**config.mk**
```make
export PLATFORM = sky130hd
export DESIGN_NAME = rev_alu_result_stage
export DESIGN_NICKNAME = d
export VERILOG_FILES = /design/src/rtl/rev_alu_result_stage.sv
export SDC_FILE = /design/constraint.sdc
export NUM_CORES = 1
export LEC_CHECK = 0
export CAP_MARGIN = 15
export CORE_ASPECT_RATIO = 1.2
export CORE_UTILIZATION = 25
export DETAILED_ROUTE_END_ITERATION = 8
export GPL_TIMING_DRIVEN = 0
export PLACE_DENSITY = 0.48
export SLEW_MARGIN = 25
export SYNTH_ARGS = -nofsm -noshare
export SYNTH_HDL_FRONTEND = slang
export SYNTH_SLANG_ARGS = --single-unit
```
**constraint.sdc**
```tcl
create_clock -name clk -period 8.54 [get_ports clk]
set_input_delay 2.562 -clock clk [delete_from_list [all_inputs] [get_ports clk]]
set_output_delay 2.562 -clock clk [all_outputs]
set_load 0.02 [all_outputs]
```
**src/rtl/rev_alu_result_stage.sv**
```systemverilog
// ALU result stage: selects one of P/Q/R/P^Q, queues it with its opcode, and derives flags from the head.
// One-cycle latency into an empty queue; in_ready = !full, and out_ready never reaches in_ready combinationally.

module rev_alu_fifo #(
    parameter int W     = 34,
    parameter int DEPTH = 2
) (
    input  logic         clk,
    input  logic         rst_n,
    input  logic         i_push,
    input  logic [W-1:0] i_dat,
    input  logic         i_pop,
    output logic [W-1:0] o_dat,
    output logic         o_full,
    output logic         o_empty
);
    localparam int AW = $clog2(DEPTH);
    localparam int CW = AW + 1;

    logic [W-1:0]  r_mem [DEPTH];
    logic [AW-1:0] r_wr_ptr;
    logic [AW-1:0] r_rd_ptr;
    logic [CW-1:0] r_count;
    logic          w_push_ok;
    logic          w_pop_ok;

    assign o_full    = (r_count == CW'(DEPTH));
    assign o_empty   = (r_count == '0);
    assign w_push_ok = i_push && !o_full;
    assign w_pop_ok  = i_pop && !o_empty;
    assign o_dat     = r_mem[r_rd_ptr];

    // Pointers wrap naturally because DEPTH is a power of two.
    always_ff @(posedge clk or negedge rst_n) begin
        if (!rst_n) begin
            r_wr_ptr <= '0;
            r_rd_ptr <= '0;
            r_count  <= '0;
            for (int i = 0; i < DEPTH; i++) begin
                r_mem[i] <= '0;
            end
        end else begin
            if (w_push_ok) begin
                r_mem[r_wr_ptr] <= i_dat;
                r_wr_ptr        <= r_wr_ptr + AW'(1);
            end
            if (w_pop_ok) begin
                r_rd_ptr <= r_rd_ptr + AW'(1);
            end
            case ({w_push_ok, w_pop_ok})
                2'b10:   r_count <= r_count + CW'(1);
                2'b01:   r_count <= r_count - CW'(1);
                default: r_count <= r_count;
            endcase
        end
    end
endmodule

module rev_alu_result_stage #(
    parameter int WIDTH = 32,
    parameter int DEPTH = 2,
    parameter int CNT_W = 16
) (
    input  logic             clk,
    input  logic             rst_n,
    input  logic             in_valid,
    output logic             in_ready,
    input  logic [1:0]       in_op,
    input  logic [WIDTH-1:0] in_p,
    input  logic [WIDTH-1:0] in_q,
    input  logic [WIDTH-1:0] in_r,
    output logic             out_valid,
    input  logic             out_ready,
    output logic [WIDTH-1:0] out_result,
    output logic [1:0]       out_op,
    output logic             out_zero,
    output logic             out_neg,
    output logic             out_parity,
    output logic [CNT_W-1:0] result_count
);
    logic [WIDTH-1:0]   w_sel;
    logic [WIDTH+1:0]   w_head;
    logic               w_full;
    logic               w_empty;
    logic               w_push;
    logic               w_pop;
    logic [CNT_W-1:0]   r_result_count;

    always_comb begin
        w_sel = in_p;
        case (in_op)
            2'b00:   w_sel = in_p;
            2'b01:   w_sel = in_q;
            2'b10:   w_sel = in_r;
            default: w_sel = in_p ^ in_q;
        endcase
    end

    assign in_ready  = !w_full;
    assign out_valid = !w_empty;
    assign w_push    = in_valid && in_ready;
    assign w_pop     = out_valid && out_ready;

    rev_alu_fifo #(
        .W     (WIDTH + 2),
        .DEPTH (DEPTH)
    ) u_fifo (
        .clk     (clk),
        .rst_n   (rst_n),
        .i_push  (w_push),
        .i_dat   ({in_op, w_sel}),
        .i_pop   (w_pop),
        .o_dat   (w_head),
        .o_full  (w_full),
        .o_empty (w_empty)
    );

    // Flags come from the registered head, so an empty queue shows all-zero outputs.
    assign out_result = w_empty ? '0 : w_head[WIDTH-1:0];
    assign out_op     = w_empty ? 2'b00 : w_head[WIDTH+1:WIDTH];
    assign out_zero   = out_valid && (out_result == '0);
    assign out_neg    = out_result[WIDTH-1];
    assign out_parity = ^out_result;

    always_ff @(posedge clk or negedge rst_n) begin
        if (!rst_n) begin
            r_result_count <= '0;
        end else if (w_pop) begin
            r_result_count <= r_result_count + CNT_W'(1);
        end
    end

    assign result_count = r_result_count;
endmodule
```
==> metrics, run 1 <==
layout cells sized above 1 0.215; vias in the first global route 4975; worst hold path depth 1; Worst Reg-to-Reg Cells 5; setup TNS 0 ps; vias per cell 4.48; Setup-failing EPs final 0; Synth Area in Compound Gates 0.109; # placed instances 1047; clock slew at reported path FFs 70 ps; clock sinks 88; Worst Setup End Kind output port; routability congestion estimate from global placement 0.760; minimum hold slack 480 ps; register area share after synthesis 0.367; DRC viols 0; Distinct cells, synth 42; post-cts hold buffer count 0; n_diodes 0; CTS tree yes; synth top area cells dfrtp_1, mux2_2, mux2_4; power density over cell area 452 mW/mm2; relative slew slack 0.544; Gate Count Post-Synth 577; syn avg cell area 10.4 um2; startpoint types register; hold path start result_count[15]$_DFFE_PN0P_; Post-Synth Simple-Gate Area 0.109; fin crit period 6300 ps; drt first pass iters 4; nets 863; Least-Margin Pin Slew 685 ps; leakage power 3.69 nW; final WL 18800 um; grt total ovfl 0; # rows 61; peak per-stage delay on the critical path 700 ps; DIE AREA 0.0246 mm2; Worst Skew 7.05 ps; Top FF cell, synth dfrtp_1; Async S/R FF share, synth 1.00; post-synthesis mux area share 0.242; Die X 143 um; Tot GR Track Use 0.157; most frequent cells in the layout clkdlybuf4s50_1, dfrtp_1, mux2_2; initial drt markers 162; start point of the critical path u_fifo.r_count[1]$_DFFE_PN0P_; Max Root-Sink Buffers 2; IO buf count 154; MaxCap Viol Count 0; post_cts resized 0; pre-CTS setup slack 2680 ps; fin cells 1063; worst hold endpoint result_count[15]$_DFFE_PN0P_; Mapped Nets 697; synthesis-to-finish area growth 37.7%; R2R Setup Slk 6960 ps; post-DP HPWL 14300 um; Die H 172 um; commonest non-fill, non-tap cell in the layout clkdlybuf4s50_1; FF-to-FF Start u_fifo.r_count[0]$_DFFE_PN0P_; Setup Fix Bufs, Post-CTS 0; number of synthesized register bits 88; Fmax 0.159 GHz; ANT nets after route 0; clk root buf clkbuf_16; Vias 4765; Crit-path slowest cell clkdlybuf4s50_1; CP required 5980 ps; Initial Util 0.257; synth warn 0; number of H-tree levels 3; share of the synthesized area in the top cell type 0.367; Num CTS Buffers 9; Skew-Pair Late Insertion Delay 350 ps; CP arrival 3730 ps; initial antenna violation count 0; largest net degree at the start of global routing 69; core area 0.0234 mm2; filler cell count 2401; post-route worst setup slack 2240 ps; Post-synth EDFFs 0; crit path kind reg -> out; status completed; worst hold path class reg -> reg; first-pass GRT wire length 28800 um; RSZ-0062 raised after global routing false; worst reg2reg path endpoint u_fifo.r_mem[10]$_DFFE_PN0P_; peak supply drop 361 uV; IO Count 157; final period utilization 0.737; CP Cell Sequence nor2_1 > inv_1 > buf_1 > nand2_1 > ha_1 > nand4_1 > or3_1 > nor3_1 > clkdlybuf4s50_1; Final Max Tran Viols 0; wire length per cell 17.7 um; Post-Synth XOR/XNOR Area 0.0511; biggest area consumer among synthesized cells dfrtp_1; Post-Synth Adder-Cell Area 0.0375; critical path fanouts, max 10; largest family of logic cells by synthesized area multiplexers; Post-Syn Area 0.00600 mm2; Fin. Hold Viols 0
## critical path: cells and delay by family (launching register included)
kind	cells	cell delay [ps]
and+or+nand+nor	5	1540
buffers and inverters	3	1210
DFF	1	440
adders and majority gates	1	180
## synthesized netlist by cell type (10+ instances only)
library cell  count
nor2b_1          14
mux2i_1          20
dfrtp_1          88
a211oi_1         14
mux2_2           71
o21ai_0          10
a21oi_1          18
ha_1             18
o22ai_1          18
buf_6            11
a221oi_1         12
nand2_1          57
inv_1            51
buf_2            11
xnor2_1          28
mux2_4           30
nor2_1           20
nand3_1          16
a21o_1           18
## final cells by class
cell class	count	area (um2)	share of cell area
Clock buffer	9	225	0.0273
Buffer	37	315	0.0382
Inverter	51	191	0.0232
Sequential cell	88	2200	0.267
Multi-Input combinational cell	401	3290	0.399
Tap cell	315	394	0.0477
Timing Repair Buffer	155	1570	0.190
Clock inverter	7	71.3	0.00863
## logic make-up (layout without fill, tap and decap cells)
family | Yosys count | count (layout)
simple gates | 130 | 130
mux | 121 | 121
compound gates | 97 | 97
flops | 88 | 88
buf+inv | 88 | 259
xor+xnor | 35 | 35
fa+ha+maj | 18 | 18
## layer usage
metal	up-vias	track usage	share of wire
met4	0	0.0449	0.018
li1	2347	-	-
met5	-	0	0
met2	101	0.263	0.48
met1	2296	0.206	0.47
met3	21	0.0276	0.039
## power by group
part / switching, mW / internal (mW) / total (mW)
Sequential: 0.115 / 0.609 / 0.725
Combinational: 1.27 / 1.34 / 2.61
Clock: 0.176 / 0.227 / 0.404
## metrics by stage
stage | utilization | total power [mW] | area [um2]
after detailed placement | 0.341 | 3.36 | 7970
after global routing | 0.354 | 3.96 | 8260
after global placement | 0.340 | 3.35 | 7940
final | 0.354 | 3.74 | 8260
after floorplan | - | 2.37 | 6000
after CTS | 0.354 | 3.78 | 8260
## flip-flops by register name (all words and copies together), names as in the netlist
| signal | cells |
|---|---|
| u_fifo.r_count | 2 |
| u_fifo.r_rd_ptr | 1 |
| u_fifo.r_wr_ptr | 1 |
| u_fifo.r_mem | 68 |
| result_count | 16 |
## how the worst max path moves through the flow
stage / to / slack [ps] / cells past startpoint
detailed placement: out_zero / 2680 / 9
global placement: result_count[5]$_DFFE_PN0P_ / 1200 / 1
global route: out_zero / 2000 / 9
floorplan: out_parity / 3800 / 9
finish: out_zero / 2240 / 9
CTS: out_zero / 2280 / 9
Note: power is estimated with default switching activity, not from simulation.
==> inputs of run 2 (changes only) <==
--- a/config.mk
+++ b/config.mk
@@ -10,7 +10,7 @@
 export CORE_UTILIZATION = 25
 export DETAILED_ROUTE_END_ITERATION = 8
 export GPL_TIMING_DRIVEN = 0
-export PLACE_DENSITY = 0.48
+export PLACE_DENSITY = 0.49
 export SLEW_MARGIN = 25
 export SYNTH_ARGS = -nofsm -noshare
 export SYNTH_HDL_FRONTEND = slang
==> constraint.sdc (replaced) <==
create_clock -name clk -period 5.63 [get_ports clk]
set_input_delay 1.689 -clock clk [delete_from_list [all_inputs] [get_ports clk]]
set_output_delay 1.689 -clock clk [all_outputs]
set_load 0.02 [all_outputs]
==> run 2 against run 1 <==
  * Count of clock-buffer cells in the layout grew 2
  * Flip-flop and latch count stayed put
  * Largest cell class unchanged
  * Final cell count unchanged
  * Non-clock buffer count stayed put
  * Global-route usage rose by 0.093 points
  * Utilization increased by 0.075 points
  * Power increased by 48%
  * Critical endpoint unchanged
  * Die area stayed put
==> metrics, run 2 (same netlist as run 1, synthesis figures left out) <==
commonest non-fill, non-tap cell in the layout clkdlybuf4s50_1 (unchanged); Largest register FFs 68 (unchanged); final period utilization 0.954; CP Cell Sequence nor2_1 > inv_1 > buf_1 > nand2_1 > ha_1 > nand4_1 > or3_1 > nor3_1 > clkdlybuf4s50_1 (unchanged); MaxCap Viol Count 0 (unchanged); peak per-stage delay on the critical path 670 ps (was 700 ps); post_cts resized 0 (unchanged); IO Count 157 (unchanged); fin crit period 5370 ps; startpoint types register (unchanged); core area 0.0234 mm2 (unchanged); CP arrival 3680 ps (was 3730 ps); routability congestion estimate from global placement 0.761 (was 0.760); Final Max Tran Viols 0 (unchanged); Most flops, register u_fifo.r_mem (unchanged); CTS tree yes (unchanged); grt total ovfl 0 (unchanged); number of H-tree levels 3 (unchanged); DRC viols 0 (unchanged); critical path fanouts, max 10 (unchanged); synthesis-to-finish area growth 38.0% (was 37.7%); Fmax 0.186 GHz; Fin. Hold Viols 0 (unchanged); clock sinks 88 (unchanged); n_diodes 0 (unchanged); Crit-path slowest cell clkdlybuf4s50_1 (unchanged); setup TNS 0 ps (unchanged); largest net degree at the start of global routing 50 (was 69); nets 863 (unchanged); post-cts hold buffer count 0 (unchanged); Setup Fix Bufs, Post-CTS 0 (unchanged); peak supply drop 584 uV (was 361 uV); IO buf count 154 (unchanged); leakage power 3.70 nW (was 3.69 nW); Tot GR Track Use 0.158 (was 0.157); initial drt markers 178 (was 162); Skew-Pair Late Insertion Delay 350 ps (about the same); Initial Util 0.257 (unchanged); post-DP HPWL 14400 um (was 14300 um); total power 5.53 mW (was 3.74 mW); initial antenna violation count 0 (unchanged); clock slew at reported path FFs 70 ps (about the same); RSZ-0062 raised after global routing false (unchanged); Worst Skew 4.43 ps (was 7.05 ps); ANT nets after route 0 (unchanged); status completed (unchanged); vias per cell 4.51 (was 4.48); Vias 4792 (was 4765); Setup-failing EPs final 0 (unchanged); worst hold path class reg -> reg (unchanged); Die H 172 um (unchanged); Die X 143 um (unchanged); power density over cell area 668 mW/mm2 (was 452 mW/mm2); wire length per cell 17.8 um (was 17.7 um); minimum hold slack 479 ps (was 480 ps); vias in the first global route 5021 (was 4975); most frequent cells in the layout clkdlybuf4s50_1, dfrtp_1, mux2_2 (unchanged); relative slew slack 0.536 (was 0.544); crit path kind reg -> out (unchanged); Least-Margin Pin Slew 696 ps (was 685 ps); clk root buf clkbuf_16 (unchanged); DIE AREA 0.0246 mm2 (unchanged); layout cells sized above 1 0.213 (was 0.215); Worst Setup End Kind output port (unchanged); first-pass GRT wire length 28900 um (was 28800 um); # rows 61 (unchanged); CP required 3940 ps (was 5980 ps); Num CTS Buffers 9 (unchanged); final WL 18900 um (was 18800 um); drt first pass iters 4 (unchanged); Max Root-Sink Buffers 2 (unchanged)
-- run 2: cell count changes in the layout (fill, tap and decap cells not counted) --
cell,delta
clkinv_4,-1
clkinvlp_4,+1
inv_6,-1
clkbuf_1,+2
bufinv_16,+1
clkinv_2,-2
-- run 2: per-layer routing --
layer | global-route usage | share of wire | vias up | routed length (um)
met5 | 0 | 0 | - | 0
met4 | 0.0541 | 0.016 | 0 | 299
met1 | 0.198 | 0.45 | 2318 | 8420
li1 | - | - | 2356 | -
met2 | 0.279 | 0.51 | 103 | 9570
met3 | 0.0175 | 0.032 | 15 | 595
-- run 2: worst paths after layout --
| kind | startpoint | to | slack, ps | depth (start not counted) |
|---|---|---|---|---|
| hold / removal | result_count[15]$_DFFE_PN0P_ | result_count[15]$_DFFE_PN0P_ | 480 | 1 |
| setup / recovery | u_fifo.r_count[1]$_DFFE_PN0P_ | out_zero | 260 | 9 |
| min in group asynchronous | rst_n | u_fifo.r_mem[14]$_DFFE_PN0P_ | 1260 | 1 |
| hold reg to reg | result_count[15]$_DFFE_PN0P_ | result_count[15]$_DFFE_PN0P_ | 480 | 1 |
| max in group asynchronous | rst_n | u_fifo.r_wr_ptr$_DFFE_PN0N_ | 3780 | 2 |
| setup reg to reg | u_fifo.r_count[0]$_DFFE_PN0P_ | u_fifo.r_mem[24]$_DFFE_PN0P_ | 4040 | 5 |
-- run 2: layout make-up --
cell class / instances / area [um2]
Clock buffer: 11 / 233
Clock inverter: 5 / 81.3
Tap cell: 315 / 394
Inverter: 51 / 191
Sequential cell: 88 / 2200
Buffer: 37 / 315
Multi-Input combinational cell: 401 / 3290
Fill cell: 2427 / 15100
Timing Repair Buffer: 155 / 1570
-- run 2: where the power goes --
part | switching, mW | internal [mW] | leakage (nW)
sequential | 0.174 | 0.925 | 1.06
combinational | 1.85 | 1.93 | 2.49
clock | 0.262 | 0.390 | 0.150
total | 2.29 | 3.24 | 3.70
-- run 2: stage by stage --
step	cells	instance area (um2)	util	setup WS [ps]
after global routing	1063	8280	0.355	70.4
after floorplan	577	6000	-	1760
after global placement	1046	7940	0.340	-885
after detailed placement	1047	7970	0.341	581
after CTS	1063	8280	0.355	193
final	1063	8280	0.355	262
-- run 2: critical path: cells and delay by family, from the launching register on --
| family | cells | cell delay [ps] |
|---|---|---|
| buffers and inverters | 3 | 1170 |
| AND/OR/NAND/NOR | 5 | 1530 |
| adder cells (fa/ha/maj) | 1 | 180 |
| flip-flops | 1 | 440 |
